### src/rtl/renode_apb3_manager_bridge_pkg.sv
// Shared types for the APB3 manager bridge: FSM state, response record and
// the timeout-counter width rule.
package renode_apb3_manager_bridge_pkg;

    localparam int unsigned MaxDataWidth = 32;

    typedef enum logic [1:0] {
        IDLE   = 2'd0,
        SETUP  = 2'd1,
        ACCESS = 2'd2,
        RESP   = 2'd3
    } apb3_mgr_state_e;

    typedef struct packed {
        logic [MaxDataWidth-1:0] rdata;
        logic                    err;
        logic                    timeout;
    } apb3_rsp_t;

    // A limit of 0 disables the timeout, but the counter still needs one bit.
    function automatic int unsigned cnt_width(input int unsigned limit);
        return (limit == 0) ? 1 : $clog2(limit + 1);
    endfunction

endpackage

### src/rtl/renode_apb3_manager_bridge_if.sv
// Request/response channel plus APB3 signals seen by the manager bridge.
interface renode_apb3_manager_bridge_if #(
    parameter int AddressWidth = 20,
    parameter int DataWidth    = 32
);
    logic                    req_valid;
    logic                    req_ready;
    logic [AddressWidth-1:0] req_addr;
    logic                    req_write;
    logic [DataWidth-1:0]    req_wdata;

    logic                    rsp_valid;
    logic                    rsp_ready;
    logic [DataWidth-1:0]    rsp_rdata;
    logic                    rsp_err;
    logic                    rsp_timeout;

    logic [AddressWidth-1:0] paddr;
    logic                    pselx;
    logic                    penable;
    logic                    pwrite;
    logic [DataWidth-1:0]    pwdata;
    logic [DataWidth-1:0]    prdata;
    logic                    pready;
    logic                    pslverr;

    modport master (
        input  req_valid, req_addr, req_write, req_wdata, rsp_ready,
               prdata, pready, pslverr,
        output req_ready, rsp_valid, rsp_rdata, rsp_err, rsp_timeout,
               paddr, pselx, penable, pwrite, pwdata
    );

    modport slave (
        output req_valid, req_addr, req_write, req_wdata, rsp_ready,
               prdata, pready, pslverr,
        input  req_ready, rsp_valid, rsp_rdata, rsp_err, rsp_timeout,
               paddr, pselx, penable, pwrite, pwdata
    );
endinterface

### src/rtl/renode_apb3_manager_bridge_timeout_counter.sv
// Counts ACCESS cycles without pready; flags the last allowed cycle.
module renode_apb3_timeout_counter
    import renode_apb3_manager_bridge_pkg::*;
#(
    parameter int unsigned Limit = 256
) (
    input  logic clk,
    input  logic rst_n,
    input  logic clear,
    input  logic enable,
    output logic expired
);
    localparam int unsigned CW = cnt_width(Limit);
    localparam logic [CW-1:0] LAST = (Limit == 0) ? '0 : CW'(Limit - 1);

    logic [CW-1:0] cnt;

    always_ff @(posedge clk or negedge rst_n) begin
        if (!rst_n)                    cnt <= '0;
        else if (clear)                cnt <= '0;
        else if (enable && cnt != '1)  cnt <= cnt + CW'(1);
    end

    assign expired = (Limit != 0) && (cnt == LAST);
endmodule

### src/rtl/renode_apb3_manager_bridge.sv
// Valid/ready request channel to APB3 manager: SETUP/ACCESS sequencing,
// wait states, PSLVERR, misalignment rejection and bounded-wait timeout.
module renode_apb3_manager_bridge
    import renode_apb3_manager_bridge_pkg::*;
#(
    parameter int AddressWidth  = 20,
    parameter int DataWidth     = 32,
    parameter int TimeoutCycles = 256
) (
    input  logic pclk,
    input  logic presetn,
    renode_apb3_manager_bridge_if.master bus
);
    localparam int LSB = $clog2(DataWidth / 8);
    localparam logic [AddressWidth-1:0] AMASK = AddressWidth'((1 << LSB) - 1);

    apb3_mgr_state_e state, state_nxt;
    apb3_rsp_t       rsp_q, rsp_d;
    logic            load_bus, cnt_clear, cnt_en, expired;
    logic            accept, misaligned;

    assign accept     = bus.req_valid && bus.req_ready;
    assign misaligned = |(bus.req_addr & AMASK);

    always_comb begin
        state_nxt = state;
        rsp_d     = rsp_q;
        load_bus  = 1'b0;
        cnt_clear = 1'b0;
        cnt_en    = 1'b0;
        case (state)
            IDLE: begin
                if (accept) begin
                    if (misaligned) begin
                        rsp_d     = '{rdata: '0, err: 1'b1, timeout: 1'b0};
                        state_nxt = RESP;
                    end else begin
                        load_bus  = 1'b1;
                        state_nxt = SETUP;
                    end
                end
            end
            SETUP: begin
                cnt_clear = 1'b1;
                state_nxt = ACCESS;
            end
            ACCESS: begin
                if (bus.pready) begin
                    // Error reads return zero rather than whatever the completer drove.
                    rsp_d.rdata   = (!bus.pwrite && !bus.pslverr) ?
                                    MaxDataWidth'(bus.prdata) : '0;
                    rsp_d.err     = bus.pslverr;
                    rsp_d.timeout = 1'b0;
                    state_nxt     = RESP;
                end else if (expired) begin
                    rsp_d     = '{rdata: '0, err: 1'b1, timeout: 1'b1};
                    state_nxt = RESP;
                end else begin
                    cnt_en = 1'b1;
                end
            end
            RESP: begin
                if (bus.rsp_ready) state_nxt = IDLE;
            end
            default: state_nxt = IDLE;
        endcase
    end

    always_ff @(posedge pclk or negedge presetn) begin
        if (!presetn) begin
            state <= IDLE;
            rsp_q <= '0;
        end else begin
            state <= state_nxt;
            rsp_q <= rsp_d;
        end
    end

    // Bus address/data only move on a real transfer, so they hold across rejects.
    always_ff @(posedge pclk or negedge presetn) begin
        if (!presetn) begin
            bus.paddr  <= '0;
            bus.pwrite <= 1'b0;
            bus.pwdata <= '0;
        end else if (load_bus) begin
            bus.paddr  <= bus.req_addr;
            bus.pwrite <= bus.req_write;
            bus.pwdata <= bus.req_wdata;
        end
    end

    assign bus.req_ready   = presetn && (state == IDLE);
    assign bus.pselx       = (state == SETUP) || (state == ACCESS);
    assign bus.penable     = (state == ACCESS);
    assign bus.rsp_valid   = (state == RESP);
    assign bus.rsp_rdata   = rsp_q.rdata[DataWidth-1:0];
    assign bus.rsp_err     = rsp_q.err;
    assign bus.rsp_timeout = rsp_q.timeout;

    renode_apb3_timeout_counter #(.Limit(TimeoutCycles)) u_tmo (
        .clk     (pclk),
        .rst_n   (presetn),
        .clear   (cnt_clear),
        .enable  (cnt_en),
        .expired (expired)
    );
endmodule
### src/flat_wrapper.sv
// flat-port wrapper written by rule: the top's interface ports become plain ports
module renode_apb3_manager_bridge_flat import renode_apb3_manager_bridge_pkg::*;
#(
    parameter int AddressWidth  = 20,
    parameter int DataWidth     = 32,
    parameter int TimeoutCycles = 256
)
  (pclk, presetn, bus_req_valid, bus_req_addr, bus_req_write, bus_req_wdata, bus_rsp_ready, bus_prdata, bus_pready, bus_pslverr, bus_req_ready, bus_rsp_valid, bus_rsp_rdata, bus_rsp_err, bus_rsp_timeout, bus_paddr, bus_pselx, bus_penable, bus_pwrite, bus_pwdata);
  renode_apb3_manager_bridge_if #(.AddressWidth(AddressWidth), .DataWidth(DataWidth)) bus_i ();
  input  logic pclk;
  input  logic presetn;
  input wire logic [$bits(bus_i.req_valid)-1:0] bus_req_valid;
  input wire logic [$bits(bus_i.req_addr)-1:0] bus_req_addr;
  input wire logic [$bits(bus_i.req_write)-1:0] bus_req_write;
  input wire logic [$bits(bus_i.req_wdata)-1:0] bus_req_wdata;
  input wire logic [$bits(bus_i.rsp_ready)-1:0] bus_rsp_ready;
  input wire logic [$bits(bus_i.prdata)-1:0] bus_prdata;
  input wire logic [$bits(bus_i.pready)-1:0] bus_pready;
  input wire logic [$bits(bus_i.pslverr)-1:0] bus_pslverr;
  output wire logic [$bits(bus_i.req_ready)-1:0] bus_req_ready;
  output wire logic [$bits(bus_i.rsp_valid)-1:0] bus_rsp_valid;
  output wire logic [$bits(bus_i.rsp_rdata)-1:0] bus_rsp_rdata;
  output wire logic [$bits(bus_i.rsp_err)-1:0] bus_rsp_err;
  output wire logic [$bits(bus_i.rsp_timeout)-1:0] bus_rsp_timeout;
  output wire logic [$bits(bus_i.paddr)-1:0] bus_paddr;
  output wire logic [$bits(bus_i.pselx)-1:0] bus_pselx;
  output wire logic [$bits(bus_i.penable)-1:0] bus_penable;
  output wire logic [$bits(bus_i.pwrite)-1:0] bus_pwrite;
  output wire logic [$bits(bus_i.pwdata)-1:0] bus_pwdata;
  assign bus_i.req_valid = bus_req_valid;
  assign bus_i.req_addr = bus_req_addr;
  assign bus_i.req_write = bus_req_write;
  assign bus_i.req_wdata = bus_req_wdata;
  assign bus_i.rsp_ready = bus_rsp_ready;
  assign bus_i.prdata = bus_prdata;
  assign bus_i.pready = bus_pready;
  assign bus_i.pslverr = bus_pslverr;
  assign bus_req_ready = bus_i.req_ready;
  assign bus_rsp_valid = bus_i.rsp_valid;
  assign bus_rsp_rdata = bus_i.rsp_rdata;
  assign bus_rsp_err = bus_i.rsp_err;
  assign bus_rsp_timeout = bus_i.rsp_timeout;
  assign bus_paddr = bus_i.paddr;
  assign bus_pselx = bus_i.pselx;
  assign bus_penable = bus_i.penable;
  assign bus_pwrite = bus_i.pwrite;
  assign bus_pwdata = bus_i.pwdata;
  renode_apb3_manager_bridge #(.AddressWidth(AddressWidth), .DataWidth(DataWidth), .TimeoutCycles(TimeoutCycles)) u_core (.pclk(pclk), .presetn(presetn), .bus(bus_i));
endmodule
### config.mk
export PLATFORM = sky130hd
export DESIGN_NAME = renode_apb3_manager_bridge_flat
export DESIGN_NICKNAME = d
export VERILOG_FILES = /design/src/rtl/renode_apb3_manager_bridge_pkg.sv /design/src/rtl/renode_apb3_manager_bridge_if.sv /design/src/rtl/renode_apb3_manager_bridge_timeout_counter.sv /design/src/rtl/renode_apb3_manager_bridge.sv /design/src/flat_wrapper.sv
export SDC_FILE = /design/constraint.sdc
export NUM_CORES = 1
export LEC_CHECK = 0
export BUFFER_PORTS_ARGS = -buffer_cell sky130_fd_sc_hd__buf_2
export CAP_MARGIN = 0
export CORE_ASPECT_RATIO = 0.75
export CORE_MARGIN = 2
export CORE_UTILIZATION = 50
export CTS_BUF_LIST = sky130_fd_sc_hd__clkbuf_8
export DETAILED_ROUTE_END_ITERATION = 6
export PLACE_DENSITY_LB_ADDON = 0.25
export SLEW_MARGIN = 15
export SYNTH_ARGS = -nofsm -noshare
export SYNTH_HDL_FRONTEND = slang
export SYNTH_SLANG_ARGS = --single-unit
### constraint.sdc
create_clock -name pclk -period 5.3 [get_ports pclk]
set_input_delay 0 -clock pclk [delete_from_list [all_inputs] [get_ports pclk]]
set_output_delay 0 -clock pclk [all_outputs]
set_load 0.03 [all_outputs]
==> results.md <==
* Status: finished, final reports clean
* F_max at 329 MHz
* Power Total at 0.00320 W
* Crit start category: flip-flop
* CP delay by family, top: compound AO/OA/AOI/OAI gates
* Gr usage total at 24.4%
* Clock Power Share at 13.6%
* Asr flop ratio synth at 100%
* Syn_area_per_cell at 12.6 sq um
* Sw Ratio at 44.6%
* Critical Path Fanout Max at 24
* Area Growth Syn to Fin at 49.1%
* Seq pwr share at 36.5%
* Post-route DRC at 0
* Main combinational cell family by area after synthesis: multiplexers
* Vias at 3429
* P_sw at 0.00143 W
* Final worst-path cycle share at 57.3%
* Cells after Synth at 328
* Total congestion overflow at 0
* CTS Root Cell: clkbuf_8
* Worst EP required at 5570 ps
* Arrival @ worst endpoint at 3300 ps
* Primary FF master, synth: dfrtp_1
* Rows at 28
* Synth cell types at 31
* Top cell type's share of synthesized area at 59.1%
* Crit Path Category: reg -> reg
* TNS Setup at 0 ps
* Final setup violation count at 0
* First-pass GRT wire length at 17500 um
* Bufs and invs on worst path at 1
* Largest area contributor in the netlist: dfrtp_1
* Cell Chain, Critical Path: ha_1, nand2_1, nor3_1, ha_1, nor3b_1, a2111oi_4, buf_4, mux2i_1
* I/O Buffers at 181
* Vias per cell at 4.87
* Worst-Skew Late Latency at 340 ps
* Worst-Margin Slew at 1100 ps
* CTS tree: done
* Worst vdd ir at 0.000321 V
* Pins Over Slew Limit at 0
* Placed cell areas at 5170 sq um
* Leakage at 3.21 nW
* Total die area at 9050 sq um
* Vias in the first global route at 3756
* Final GP Congestion at 0.781
* Post-synth top cells: 98 x dfrtp_1, 58 x mux2_2, 38 x inv_1
* Top-count cell post-synth: dfrtp_1
* CP max-delay cell: a2111oi_4
* Die Wd at 109 um
* Starting Density at 51.9%
* Area of the mapped netlist at 4150 sq um
* Post-route ant nets at 0
* Top area cells in the synthesized netlist: dfrtp_1 59%, mux2_2 16%, mux2i_1 8.0%
* Worst slew margin at 25.5%
* Final WL at 10700 um
* Total number of H-tree levels at 3
* Clock sinks at 98
* Mux share of post-synthesis cell area at 23.7%
* WL/cell at 15.2 um
* RSZ-0062 raised after global routing: no
* Initial antenna violation count at 0
* EDFF count, synth at 0
* PD cells at 518 nW/um^2
* First-pass detailed-route iteration total at 4
* CP max stage delay at 880 ps
* Max clock buf depth at 2
* Ports at 182
* Comb pwr share at 49.9%
* Fin. Hold Viols at 0
* Core ar. at 7990 sq um
* Synth Area in XOR/XNOR at 0.211%
* Crit path top cell by count: ha_1
* Simple-gate share of the synthesized area at 7.93%
* Inserted Diodes at 0
* YS warnings at 0
* Clk slew on worst S/H paths at 100 ps
* Pin count of the biggest net entering global routing at 54
* Syn Nets at 426
* Post-layout minimum cycle time at 3040 ps
* Number of CTS-inserted buffers at 9
* Compound-Gate Fraction of Synth Area at 1.81%
* DIE HEIGHT at 82.9 um
* Sequential area share after synthesis at 59.1%
* Critical Path End Type: flip-flop
* Initial DRC Count at 124
* HP Class: in -> reg
* MaxCap Viol Count at 0
* Fillers at 519
* Yosys reg bits at 98
* Final worst slack at 2260 ps
* Layout cells sized above 1 at 43.6%
* Post-CTS resize count at 0
* P_int at 0.00178 W
* Pre-CTS setup slack at 2320 ps
* Design area at 6180 sq um
* DP HPWL at 6700 um
* Post-synthesis adder-cell area fraction at 2.11%
* Hold Slack at 37.4 ps
* Worst clock skew at 12.6 ps
* NumNets Final at 692
power by group through the flow:
stage	Combinational [W]	Sequential, W	Clock (W)
6_report	0.00160	0.00117	0.000436
5_1_grt	0.00170	0.00120	0.000482
4_1_cts	0.00160	0.00116	0.000451
3_5_place_dp	0.00155	0.00117	0
3_3_place_gp	0.00151	0.00116	0
2_1_floorplan	0.000597	0.00167	0
tightest hold or removal path, stage by stage:
cell and delay (ps):
buf_2 110, nand3b_1 100, mux2_2 130
repair_timing:
action / in CTS / in global routing
hold endpoints to repair: 130 / 0
hold buffers: 84 / 0
buffers inserted: 0 / 0
per-stage QoR:
step,std cells,utilization (%)
after global placement,604,64.7
after detailed placement,604,64.7
after global routing,704,77.4
after CTS,704,77.4
final,704,77.4
after floorplan,328,-
registers in the layout (all words and copies together), names as in the netlist:
register	cells
u_core.bus.paddr	20
u_core.bus.rsp_err	1
u_core.bus.pwdata	32
u_core.u_tmo.cnt	9
u_core.state	2
u_core.bus.pwrite	1
u_core.bus.rsp_timeout	1
u_core.bus.rsp_rdata	32
placed cells by master, fill, tap and decap left out, types with 5 or more instances in the layout:
master,instances
buf_2,180
inv_1,39
ha_1,7
mux2i_1,33
dfrtp_1,98
dlygate4sd3_1,84
clkbuf_8,9
mux2_2,58
buf_4,5
nor2_1,10
nand2_1,36
final cells by class:
cell class,count,area [sq um],area share [%]
sequential,98,2450,39.7
clock inverter,7,51.3,0.829
multi-input combinational,178,1500,24.3
clock buffer,9,124,2.00
inverter,38,143,2.31
tap,105,131,2.12
timing repair buffer,269,1780,28.8
cell families after synthesis:
kind of cell               after synthesis
muxes                                   91
buffers and inverters                   52
DFF                                     98
AOI/OAI and AO/OA                        9
xor gates and xnor gates                 1
and+or+nand+nor                         70
adders and majority gates                7
routing by layer:
metal  vias up  GRT usage, %  share of wire [%]
met5         -             0                  0
met4         0          7.02                2.2
met3        25          5.65                6.9
met2       129          43.3                 50
met1      1662          29.4                 41
li1       1613             -                  -
final timing paths:
kind                            cells past startpoint           startpoint  slack [ps]                        to
worst max-delay path                                8  u_core.u_tmo.cnt[0]        2260   u_core.bus.rsp_rdata[9]
worst min-delay path                                3          bus_pslverr          40        u_core.bus.rsp_err
worst max register to register                      8  u_core.u_tmo.cnt[0]        2260   u_core.bus.rsp_rdata[9]
worst min register to register                      1  u_core.bus.paddr[1]         500       u_core.bus.paddr[1]
max in group asynchronous                           3              presetn        3980       u_core.u_tmo.cnt[3]
min in group asynchronous                           2              presetn         200  u_core.bus.rsp_rdata[26]
Note: power is estimated with default switching activity, not from simulation.
